### src/rtl/mdu_div_sched_if.sv
`default_nettype none
//==============================================================================
// Module   : mdu_div_sched_if
// Desc     : Execute-stage, divider and HI/LO write bundle for mdu_div_sched.
// Revision : 1.0 - initial release
//==============================================================================
interface mdu_div_sched_if #(
    parameter int DATA_WIDTH = 32
);
    // execute-stage side
    logic                  op_valid_i;
    logic [3:0]            op_i;
    logic [DATA_WIDTH-1:0] a_i;
    logic [DATA_WIDTH-1:0] b_i;
    logic                  cancel_i;
    logic                  stall_o;
    logic                  busy_o;
    // divider side
    logic                  div_start_o;
    logic                  div_signed_o;
    logic [DATA_WIDTH-1:0] div_dividend_o;
    logic [DATA_WIDTH-1:0] div_divisor_o;
    logic                  div_ready_i;
    logic [DATA_WIDTH-1:0] div_quotient_i;
    logic [DATA_WIDTH-1:0] div_remainder_i;
    // HI/LO write side
    logic                  hilo_wr_o;
    logic [DATA_WIDTH-1:0] hi_o;
    logic [DATA_WIDTH-1:0] lo_o;
    logic                  div_zero_o;

    modport master (
        input  op_valid_i, op_i, a_i, b_i, cancel_i,
               div_ready_i, div_quotient_i, div_remainder_i,
        output stall_o, busy_o, div_start_o, div_signed_o,
               div_dividend_o, div_divisor_o, hilo_wr_o, hi_o, lo_o, div_zero_o
    );

    modport slave (
        output op_valid_i, op_i, a_i, b_i, cancel_i,
               div_ready_i, div_quotient_i, div_remainder_i,
        input  stall_o, busy_o, div_start_o, div_signed_o,
               div_dividend_o, div_divisor_o, hilo_wr_o, hi_o, lo_o, div_zero_o
    );
endinterface
`default_nettype wire

### src/rtl/mdu_div_sched.sv
`default_nettype none
//==============================================================================
// Module   : mdu_div_sched
// Desc     : Owns the shared multi-cycle divider for DIV/DIVU and writes HI/LO.
//            MDU_DIV_NONBLOCK_EN: stall only HI/LO-dependent ops while busy.
// Revision : 1.0 - initial release
//==============================================================================
module mdu_div_sched #(
    parameter int DATA_WIDTH = 32
) (
    input  wire logic       clk_i,
    input  wire logic       rst_n_i,
    mdu_div_sched_if.master bus
);
    // MDU_OP_* encodings shared with the execute stage
    localparam logic [3:0] c_OP_MULT  = 4'h1;
    localparam logic [3:0] c_OP_MULTU = 4'h2;
    localparam logic [3:0] c_OP_DIV   = 4'h3;
    localparam logic [3:0] c_OP_DIVU  = 4'h4;
    localparam logic [3:0] c_OP_MFHI  = 4'h5;
    localparam logic [3:0] c_OP_MFLO  = 4'h6;
    localparam logic [3:0] c_OP_MTHI  = 4'h7;
    localparam logic [3:0] c_OP_MTLO  = 4'h8;
    localparam logic [3:0] c_OP_MUL   = 4'h9;

    localparam logic [1:0] c_ST_IDLE  = 2'd0;
    localparam logic [1:0] c_ST_START = 2'd1;
    localparam logic [1:0] c_ST_WAIT  = 2'd2;
    localparam logic [1:0] c_ST_WRITE = 2'd3;

    logic [1:0]            r_state;
    logic [1:0]            w_state_nxt;
    logic                  r_kill;
    logic                  w_kill_nxt;
    logic                  w_is_div;
    logic                  w_is_hilo;
    logic                  w_accept;
    logic                  w_zero;
    logic                  w_capture;
    logic                  w_stall;

    logic                  r_busy;
    logic                  r_start;
    logic                  r_wr;
    logic                  r_zero;
    logic                  r_signed;
    logic [DATA_WIDTH-1:0] r_dividend;
    logic [DATA_WIDTH-1:0] r_divisor;
    logic [DATA_WIDTH-1:0] r_hi;
    logic [DATA_WIDTH-1:0] r_lo;

    always_comb begin
        w_is_div  = (bus.op_i == c_OP_DIV) || (bus.op_i == c_OP_DIVU);
        w_is_hilo = 1'b0;
        case (bus.op_i)
            c_OP_MFHI, c_OP_MFLO, c_OP_MTHI, c_OP_MTLO,
            c_OP_MULT, c_OP_MULTU, c_OP_MUL, c_OP_DIV, c_OP_DIVU: w_is_hilo = 1'b1;
            default:                                             w_is_hilo = 1'b0;
        endcase
    end

    always_ff @(posedge clk_i or negedge rst_n_i) begin
        if (!rst_n_i) begin
            r_state <= c_ST_IDLE;
            r_kill  <= 1'b0;
        end else begin
            r_state <= w_state_nxt;
            r_kill  <= w_kill_nxt;
        end
    end

    always_comb begin
        w_state_nxt = r_state;
        w_kill_nxt  = r_kill;
        w_accept    = 1'b0;
        w_zero      = 1'b0;
        w_capture   = 1'b0;
        case (r_state)
            c_ST_IDLE: begin
                w_kill_nxt = 1'b0;
                if (bus.op_valid_i && w_is_div) begin
                    if (bus.b_i != '0) begin
                        w_accept    = 1'b1;
                        w_state_nxt = c_ST_START;
                    end else begin
                        w_zero = 1'b1;
                    end
                end
            end
            c_ST_START: begin
                if (bus.cancel_i) w_kill_nxt = 1'b1;
                w_state_nxt = c_ST_WAIT;
            end
            c_ST_WAIT: begin
                if (bus.cancel_i) w_kill_nxt = 1'b1;
                // a killed divide still drains the divider but never writes HI/LO
                if (bus.div_ready_i) begin
                    w_kill_nxt = 1'b0;
                    if (r_kill || bus.cancel_i) begin
                        w_state_nxt = c_ST_IDLE;
                    end else begin
                        w_capture   = 1'b1;
                        w_state_nxt = c_ST_WRITE;
                    end
                end
            end
            c_ST_WRITE: w_state_nxt = c_ST_IDLE;
            default:    w_state_nxt = c_ST_IDLE;
        endcase
    end

`ifdef MDU_DIV_NONBLOCK_EN
    assign w_stall = (r_state != c_ST_IDLE) && bus.op_valid_i && w_is_hilo;
`else
    // WRITE releases the held DIV so it retires exactly once
    assign w_stall = w_accept || (r_state == c_ST_START) || (r_state == c_ST_WAIT);
`endif

    always_ff @(posedge clk_i or negedge rst_n_i) begin
        if (!rst_n_i) begin
            r_busy     <= 1'b0;
            r_start    <= 1'b0;
            r_wr       <= 1'b0;
            r_zero     <= 1'b0;
            r_signed   <= 1'b0;
            r_dividend <= '0;
            r_divisor  <= '0;
            r_hi       <= '0;
            r_lo       <= '0;
        end else begin
            r_busy  <= (w_state_nxt != c_ST_IDLE);
            r_start <= (w_state_nxt == c_ST_START);
            r_wr    <= (w_state_nxt == c_ST_WRITE);
            r_zero  <= w_zero;
            if (w_accept) begin
                r_dividend <= bus.a_i;
                r_divisor  <= bus.b_i;
                r_signed   <= (bus.op_i == c_OP_DIV);
            end
            if (w_capture) begin
                r_hi <= bus.div_remainder_i;
                r_lo <= bus.div_quotient_i;
            end
        end
    end

    assign bus.stall_o        = w_stall && rst_n_i;
    assign bus.busy_o         = r_busy;
    assign bus.div_start_o    = r_start;
    assign bus.div_signed_o   = r_signed;
    assign bus.div_dividend_o = r_dividend;
    assign bus.div_divisor_o  = r_divisor;
    assign bus.hilo_wr_o      = r_wr;
    assign bus.hi_o           = r_hi;
    assign bus.lo_o           = r_lo;
    assign bus.div_zero_o     = r_zero;

endmodule
`default_nettype wire

### src/flat_wrapper.sv
// flat-port wrapper written by rule: the top's interface ports become plain ports
module mdu_div_sched_flat 
#(
    parameter int DATA_WIDTH = 32
)
  (clk_i, rst_n_i, bus_op_valid_i, bus_op_i, bus_a_i, bus_b_i, bus_cancel_i, bus_div_ready_i, bus_div_quotient_i, bus_div_remainder_i, bus_stall_o, bus_busy_o, bus_div_start_o, bus_div_signed_o, bus_div_dividend_o, bus_div_divisor_o, bus_hilo_wr_o, bus_hi_o, bus_lo_o, bus_div_zero_o);
  mdu_div_sched_if #(.DATA_WIDTH(DATA_WIDTH)) bus_i ();
  input  wire logic clk_i;
  input  wire logic rst_n_i;
  input wire logic [$bits(bus_i.op_valid_i)-1:0] bus_op_valid_i;
  input wire logic [$bits(bus_i.op_i)-1:0] bus_op_i;
  input wire logic [$bits(bus_i.a_i)-1:0] bus_a_i;
  input wire logic [$bits(bus_i.b_i)-1:0] bus_b_i;
  input wire logic [$bits(bus_i.cancel_i)-1:0] bus_cancel_i;
  input wire logic [$bits(bus_i.div_ready_i)-1:0] bus_div_ready_i;
  input wire logic [$bits(bus_i.div_quotient_i)-1:0] bus_div_quotient_i;
  input wire logic [$bits(bus_i.div_remainder_i)-1:0] bus_div_remainder_i;
  output wire logic [$bits(bus_i.stall_o)-1:0] bus_stall_o;
  output wire logic [$bits(bus_i.busy_o)-1:0] bus_busy_o;
  output wire logic [$bits(bus_i.div_start_o)-1:0] bus_div_start_o;
  output wire logic [$bits(bus_i.div_signed_o)-1:0] bus_div_signed_o;
  output wire logic [$bits(bus_i.div_dividend_o)-1:0] bus_div_dividend_o;
  output wire logic [$bits(bus_i.div_divisor_o)-1:0] bus_div_divisor_o;
  output wire logic [$bits(bus_i.hilo_wr_o)-1:0] bus_hilo_wr_o;
  output wire logic [$bits(bus_i.hi_o)-1:0] bus_hi_o;
  output wire logic [$bits(bus_i.lo_o)-1:0] bus_lo_o;
  output wire logic [$bits(bus_i.div_zero_o)-1:0] bus_div_zero_o;
  assign bus_i.op_valid_i = bus_op_valid_i;
  assign bus_i.op_i = bus_op_i;
  assign bus_i.a_i = bus_a_i;
  assign bus_i.b_i = bus_b_i;
  assign bus_i.cancel_i = bus_cancel_i;
  assign bus_i.div_ready_i = bus_div_ready_i;
  assign bus_i.div_quotient_i = bus_div_quotient_i;
  assign bus_i.div_remainder_i = bus_div_remainder_i;
  assign bus_stall_o = bus_i.stall_o;
  assign bus_busy_o = bus_i.busy_o;
  assign bus_div_start_o = bus_i.div_start_o;
  assign bus_div_signed_o = bus_i.div_signed_o;
  assign bus_div_dividend_o = bus_i.div_dividend_o;
  assign bus_div_divisor_o = bus_i.div_divisor_o;
  assign bus_hilo_wr_o = bus_i.hilo_wr_o;
  assign bus_hi_o = bus_i.hi_o;
  assign bus_lo_o = bus_i.lo_o;
  assign bus_div_zero_o = bus_i.div_zero_o;
  mdu_div_sched #(.DATA_WIDTH(DATA_WIDTH)) u_core (.clk_i(clk_i), .rst_n_i(rst_n_i), .bus(bus_i));
endmodule
### config.mk
export PLATFORM = sky130hd
export DESIGN_NAME = mdu_div_sched_flat
export DESIGN_NICKNAME = d
export VERILOG_FILES = /design/src/rtl/mdu_div_sched_if.sv /design/src/rtl/mdu_div_sched.sv /design/src/flat_wrapper.sv
export SDC_FILE = /design/constraint.sdc
export NUM_CORES = 1
export LEC_CHECK = 0
export BUFFER_PORTS_ARGS = -buffer_cell sky130_fd_sc_hd__buf_2
export CAP_MARGIN = 20
export CORE_UTILIZATION = 46
export DETAILED_ROUTE_END_ITERATION = 6
export PLACE_DENSITY = 0.87
export SLEW_MARGIN = 20
export SYNTH_ARGS = -nofsm -noshare
export SYNTH_HDL_FRONTEND = slang
export SYNTH_SLANG_ARGS = --single-unit
### constraint.sdc
create_clock -name clk_i -period 2.7 [get_ports clk_i]
set_clock_uncertainty 0.2 [all_clocks]
set_input_delay 0.135 -clock clk_i [delete_from_list [all_inputs] [get_ports clk_i]]
set_output_delay 0.135 -clock clk_i [all_outputs]
set_load 0.1 [all_outputs]
# Yosys cells after proc, flatten, opt, wreduce, memory -nomap -nowiden
# Cells that the tools add are included.
[totals] regBits=136 latch_bits=0 mem_bits_rw=0 romBits=0 inputBits=137 output_inout_bits=134 word_cells=45 memories=0
[op_classes] add_sub_neg=0 multipliers=0 div=0 n_lt_le_gt_ge=0 n_eq_ne=7 shifts=0 mux=17 n_bitwise=0 n_reduce_logical=10
[op_table] operator="nonzero test 32 bit" count=1
[op_table] operator="two-way mux 1 bit" count=11
[op_table] operator="two-way mux 2 bit" count=4
[op_table] operator="one-hot mux 2 bit (4 select lines)" count=1
[op_table] operator="== test 2 bit, second input constant" count=3
[op_table] operator="== test 2 x 1 -> 1 bit, second input constant" count=2
[op_table] operator="== test 4 x 2 -> 1 bit, second input constant" count=1
[op_table] operator="== test 4 x 3 -> 1 bit, second input constant" count=1
[op_table] operator="logical OR 1 bit" count=4
[op_table] operator="one-hot mux 1 bit (3 select lines)" count=1
[op_table] operator="nonzero test 3 bit" count=1
[op_table] operator="logical AND 1 bit" count=2
[op_table] operator="logical NOT 2 bit" count=1
[op_table] operator="nonzero test 2 bit" count=1

# Longest topological paths before layout
[logic_depth] ltp_word=8 depth_mapped=8 mapped_depth_nobuf=6

# Worst setup path after synthesis
# Ideal clock, no wire load.
[synth_timing] kind="register -> output" startpoint="register u_core.r_state[0]" endpoint="output port bus_stall_o" arrival_ns=2.272 required_ns=2.365 slack_ns=0.093 stages_incl_launch_ff=9 n_path_buf=2 cell_sequence="dfrtp_1 inv_1 ha_1 nand2_1 a211oi_4 o21a_1 buf_6 buf_12 o31a_1"
[synth_via] elab_chain_cells=5 word_cells_on_any_way=7 classes_between="eq/ne (2); mux (1); reduce/logical (4)"
[synth_lines] item="start, declared" line_no="mdu_div_sched.sv:31" rtl="logic [1:0] r_state;"
[synth_lines] item="start signal, assigned" line_no="mdu_div_sched.sv:64" rtl="r_state <= c_ST_IDLE;"
[synth_lines] item="start signal, assigned" line_no="mdu_div_sched.sv:67" rtl="r_state <= w_state_nxt;"
[synth_lines] item="logical NOT 2 bit" line_no="mdu_div_sched.sv:78" rtl="case (r_state)"
[synth_lines] item="two-way mux 1 bit" line_no="mdu_div_sched.sv:78"
[synth_lines] item="logical OR 1 bit" line_no="mdu_div_sched.sv:116" rtl="assign w_stall = w_accept || (r_state == c_ST_START) || (r_state == c_ST_WAIT);"
[synth_lines] item="logical OR 1 bit *" line_no="mdu_div_sched.sv:116"
[synth_lines] item="logical AND 1 bit *" line_no="mdu_div_sched.sv:147" rtl="assign bus.stall_o = w_stall && rst_n_i;"
[synth_lines] item="end, declared" line_no="flat_wrapper.sv:18" rtl="output wire logic [$bits(bus_i.stall_o)-1:0] bus_stall_o;"
# Mark *: on every way between the ends. The rest lies on a longest branch, timed or not.

# Worst setup path in the final report
[layout_timing] startpoint="input port bus_b_i[9]" endpoint="output port bus_stall_o"
[layout_via] elab_chain_cells=7
[layout_lines] item="start, declared" line_no="flat_wrapper.sv:13" rtl="input wire logic [$bits(bus_i.b_i)-1:0] bus_b_i;"
[layout_lines] item="nonzero test 32 bit" line_no="mdu_div_sched.sv:82" rtl="if (bus.b_i != '0) begin"
[layout_lines] item="two-way mux 1 bit" line_no="mdu_div_sched.sv:82"
[layout_lines] item="two-way mux 1 bit" line_no="mdu_div_sched.sv:81" rtl="if (bus.op_valid_i && w_is_div) begin"
[layout_lines] item="two-way mux 1 bit" line_no="mdu_div_sched.sv:78"
[layout_lines] item="logical OR 1 bit (2 in a row)" line_no="mdu_div_sched.sv:116"
[layout_lines] item="logical AND 1 bit" line_no="mdu_div_sched.sv:147"
# Every way passes these cells.

==> flow_summary_export.csv <==
group,metric,value,unit
sta,setup_viol,0,
flow_run,max-cap-violations,0,
routing,firstDrtPassIters,6,
clocking,cts-root-buf,"clkbuf_16",
setup_path,critical_path.endpoint_type,"primary output",
routing,ant_nets,0,
global_route,antenna_found_initial,1,
logic_synthesis,synth_cells,323,
global_route,grt_usage,28.80,%
setup_path,max_stage_delay,540,ps
logic_synthesis,syn_avg_cell_area,17.03,sq um
setup_path,slowest_stage,"dlygate4sd3_1",
routing,drcViolationCount,40,
logic_synthesis,synthesis.nets,464,
sta,relSlewSlack,53.92,%
logic_synthesis,ys_types,26,
floorplan,rows,39,
sta,fmax,0.3760,GHz
global_route,overflow,0,
clocking,cts-buffers-inserted,17,
place,place_congestion,0.7978,
logic_synthesis,ys_seq_elements,136,
outcome,failed_checks,"DRC",
finish,layout_common_cells,"268 x buf_2, 136 x dlygate4sd3_1, 136 x dfrtp_1",
global_route,grt_pass1_vias,4967,
global_route,grt_first_pass_wirelength,26.94,mm
finish,area_growth,64.60,%
setup_path,crit_type,"in2out",
logic_synthesis,synth_area,5500,sq um
setup_path,critical-path-top-delay-family,"buffers and inverters",
logic_synthesis,ys_seq_area_share,61.87,%
floorplan,ios,271,
setup_path,arrival,2320,ps
finish,seqCellArea,3403,sq um
routing,drtIter0Drc,208,
sta,fin_crit_sh,98.50,%
routing,num_vias,4503,
setup_path,worst_ep_required_time,2370,ps
place,hpwlAfterDp,9.354,mm
sta,rsz0062_at_grt,"false",
place,post-place-ws,298.6,ps
sta,fin_ws,40.47,ps
logic_synthesis,yosys_warnings,0,
clocking,cts.clk_slew.worst_paths,60,ps
floorplan,die_h,111.4,um
routing,wl_per_cell,19.04,um
clocking,cts_tree,"yes",
setup_path,crit_buf_inv,3,
finish,final_common_cell,"buf_2",
routing,wl,17.08,mm
clocking,clkSinkCount,136,
place,io_buffer_count,270,
floorplan,start_util,47.76,%
floorplan,die_w,111.4,um
global_route,grt_max_degree,137,
sta,fin_crit,2660,ps
routing,vias_per_cell,5.020,
setup_path,cp_max_fo,4,
floorplan,coreArea,11520,sq um
finish,drive_gt1_share,58.83,%
setup_path,cp-start-kind,"input pin",
clocking,clock_latency,410,ps
finish,fillerInstances,590,
sta,tns,0,ps
setup_path,path_cells,"dlygate4sd3_1 > buf_2 > nor4_1 > nand4_1 > o21a_2 > o31a_1 > buf_12",
sta,hold_viol,0,
finish,fin_nets,882,
finish,multi_input_area,1964,sq um
floorplan,die-area,12400,sq um
sta,drv_slew,0,
sta,worst_pin_slew,691.2,ps
outcome,status,"complete, but fails checks",
clocking,clock_path_buffers,2,
worst_hold_path,hold_class,"in2reg",
clocking,htree_levels,4,
## layer usage
layer | vias up | routed length, um | track usage (%)
li1 | 1994 | - | -
met1 | 2185 | 6362 | 31.71
met2 | 267 | 8882 | 51.50
met3 | 57 | 1154 | 7.131
met4 | 0 | 677 | 15.05
met5 | - | 0 | 0
## through the flow
stage,util [%],instances,hold WS [ps],instance area [sq um]
3_5_place_dp,60.90,727,135.5,7013
2_1_floorplan,-,323,-360.6,5500
5_1_grt,78.62,897,113.5,9054
3_3_place_gp,60.90,727,125.7,7013
4_1_cts,78.47,894,57.79,9036
6_report,78.62,897,106.6,9054
## sequential cells by signal (all words and copies together), names as in the netlist
name / cells
u_core.bus.div_dividend_o: 32
u_core.bus.busy_o: 1
u_core.bus.lo_o: 32
u_core.bus.hilo_wr_o: 1
u_core.bus.hi_o: 32
u_core.r_state: 2
u_core.bus.div_signed_o: 1
u_core.bus.div_start_o: 1
u_core.r_kill: 1
u_core.bus.div_zero_o: 1
u_core.bus.div_divisor_o: 32
## area by class of cell
class / count / area share, %
sequential: 136 / 37.59
timing repair buffer: 413 / 31.19
multi-input combinational: 168 / 21.70
clock buffer: 20 / 5.155
clock inverter: 11 / 2.156
tap: 143 / 1.976
inverter: 5 / 0.2073
antenna: 1 / 0.02764
## path summary, 6_finish.rpt
kind                               startpoint                      endpoint  slack [ps]  cells past startpoint
max                                bus_b_i[9]                   bus_stall_o          40                      7
min                               bus_op_i[2]             u_core.r_state[0]         110                      5
max reg2reg                 u_core.r_state[1]  u_core.bus.div_dividend_o[3]         200                      8
min reg2reg                u_core.bus.hi_o[7]            u_core.bus.hi_o[7]         300                      1
max in group asynchronous             rst_n_i           u_core.bus.hi_o[17]        1550                      3
min in group asynchronous             rst_n_i            u_core.bus.lo_o[2]         250                      3
## worst register-to-register path: cells and delay by family, from the launching register on
family,cells,cell delay [ps]
simple gates,1,130
mux,1,410
buf+inv,3,470
fa+ha+maj,1,250
compound gates,2,510
flops,1,410
## cell usage after synthesis
cell	instances	area (sq um)
dfrtp_1	136	3403
mux2_2	75	844.6
mux2_4	54	810.8
nor4_1	8	50.05
buf_2	5	25.02
inv_1	5	18.77
buf_6	4	45.04
ha_1	4	50.05
o21ai_0	4	20.02
a21oi_1	3	15.01
buf_12	3	60.06
o21a_1	3	22.52
clkbuf_1	2	7.510
nand2_1	2	7.510
nand4_1	2	12.51
nor2_1	2	7.510
nor3_1	2	10.01
a211oi_4	1	20.02
and4bb_2	1	12.51
nand3_1	1	5.000
nand3b_1	1	7.510
nor2b_1	1	6.260
nor4bb_1	1	10.01
o21ai_2	1	8.760
o31a_1	1	8.760
or3b_4	1	11.26
## kinds of logic after synthesis
group                      Yosys count  synth area share [%]
buffers and inverters               19                 2.843
AOI/OAI and AO/OA                   13                 1.729
and+or+nand+nor                     22                 2.548
adders and majority gates            4                0.9100
DFF                                136                 61.87
muxes                              129                 30.10
## repair_timing
action	4_1_cts	5_1_grt
endpoints found under the hold margin	271	0
hold buffers	136	0
buffers inserted	0	2
setup endpoints to repair	0	1
resized for setup	0	0
Power is not shown: default switching activity piles up to over one toggle a cycle in this logic, so the estimate is an artifact.
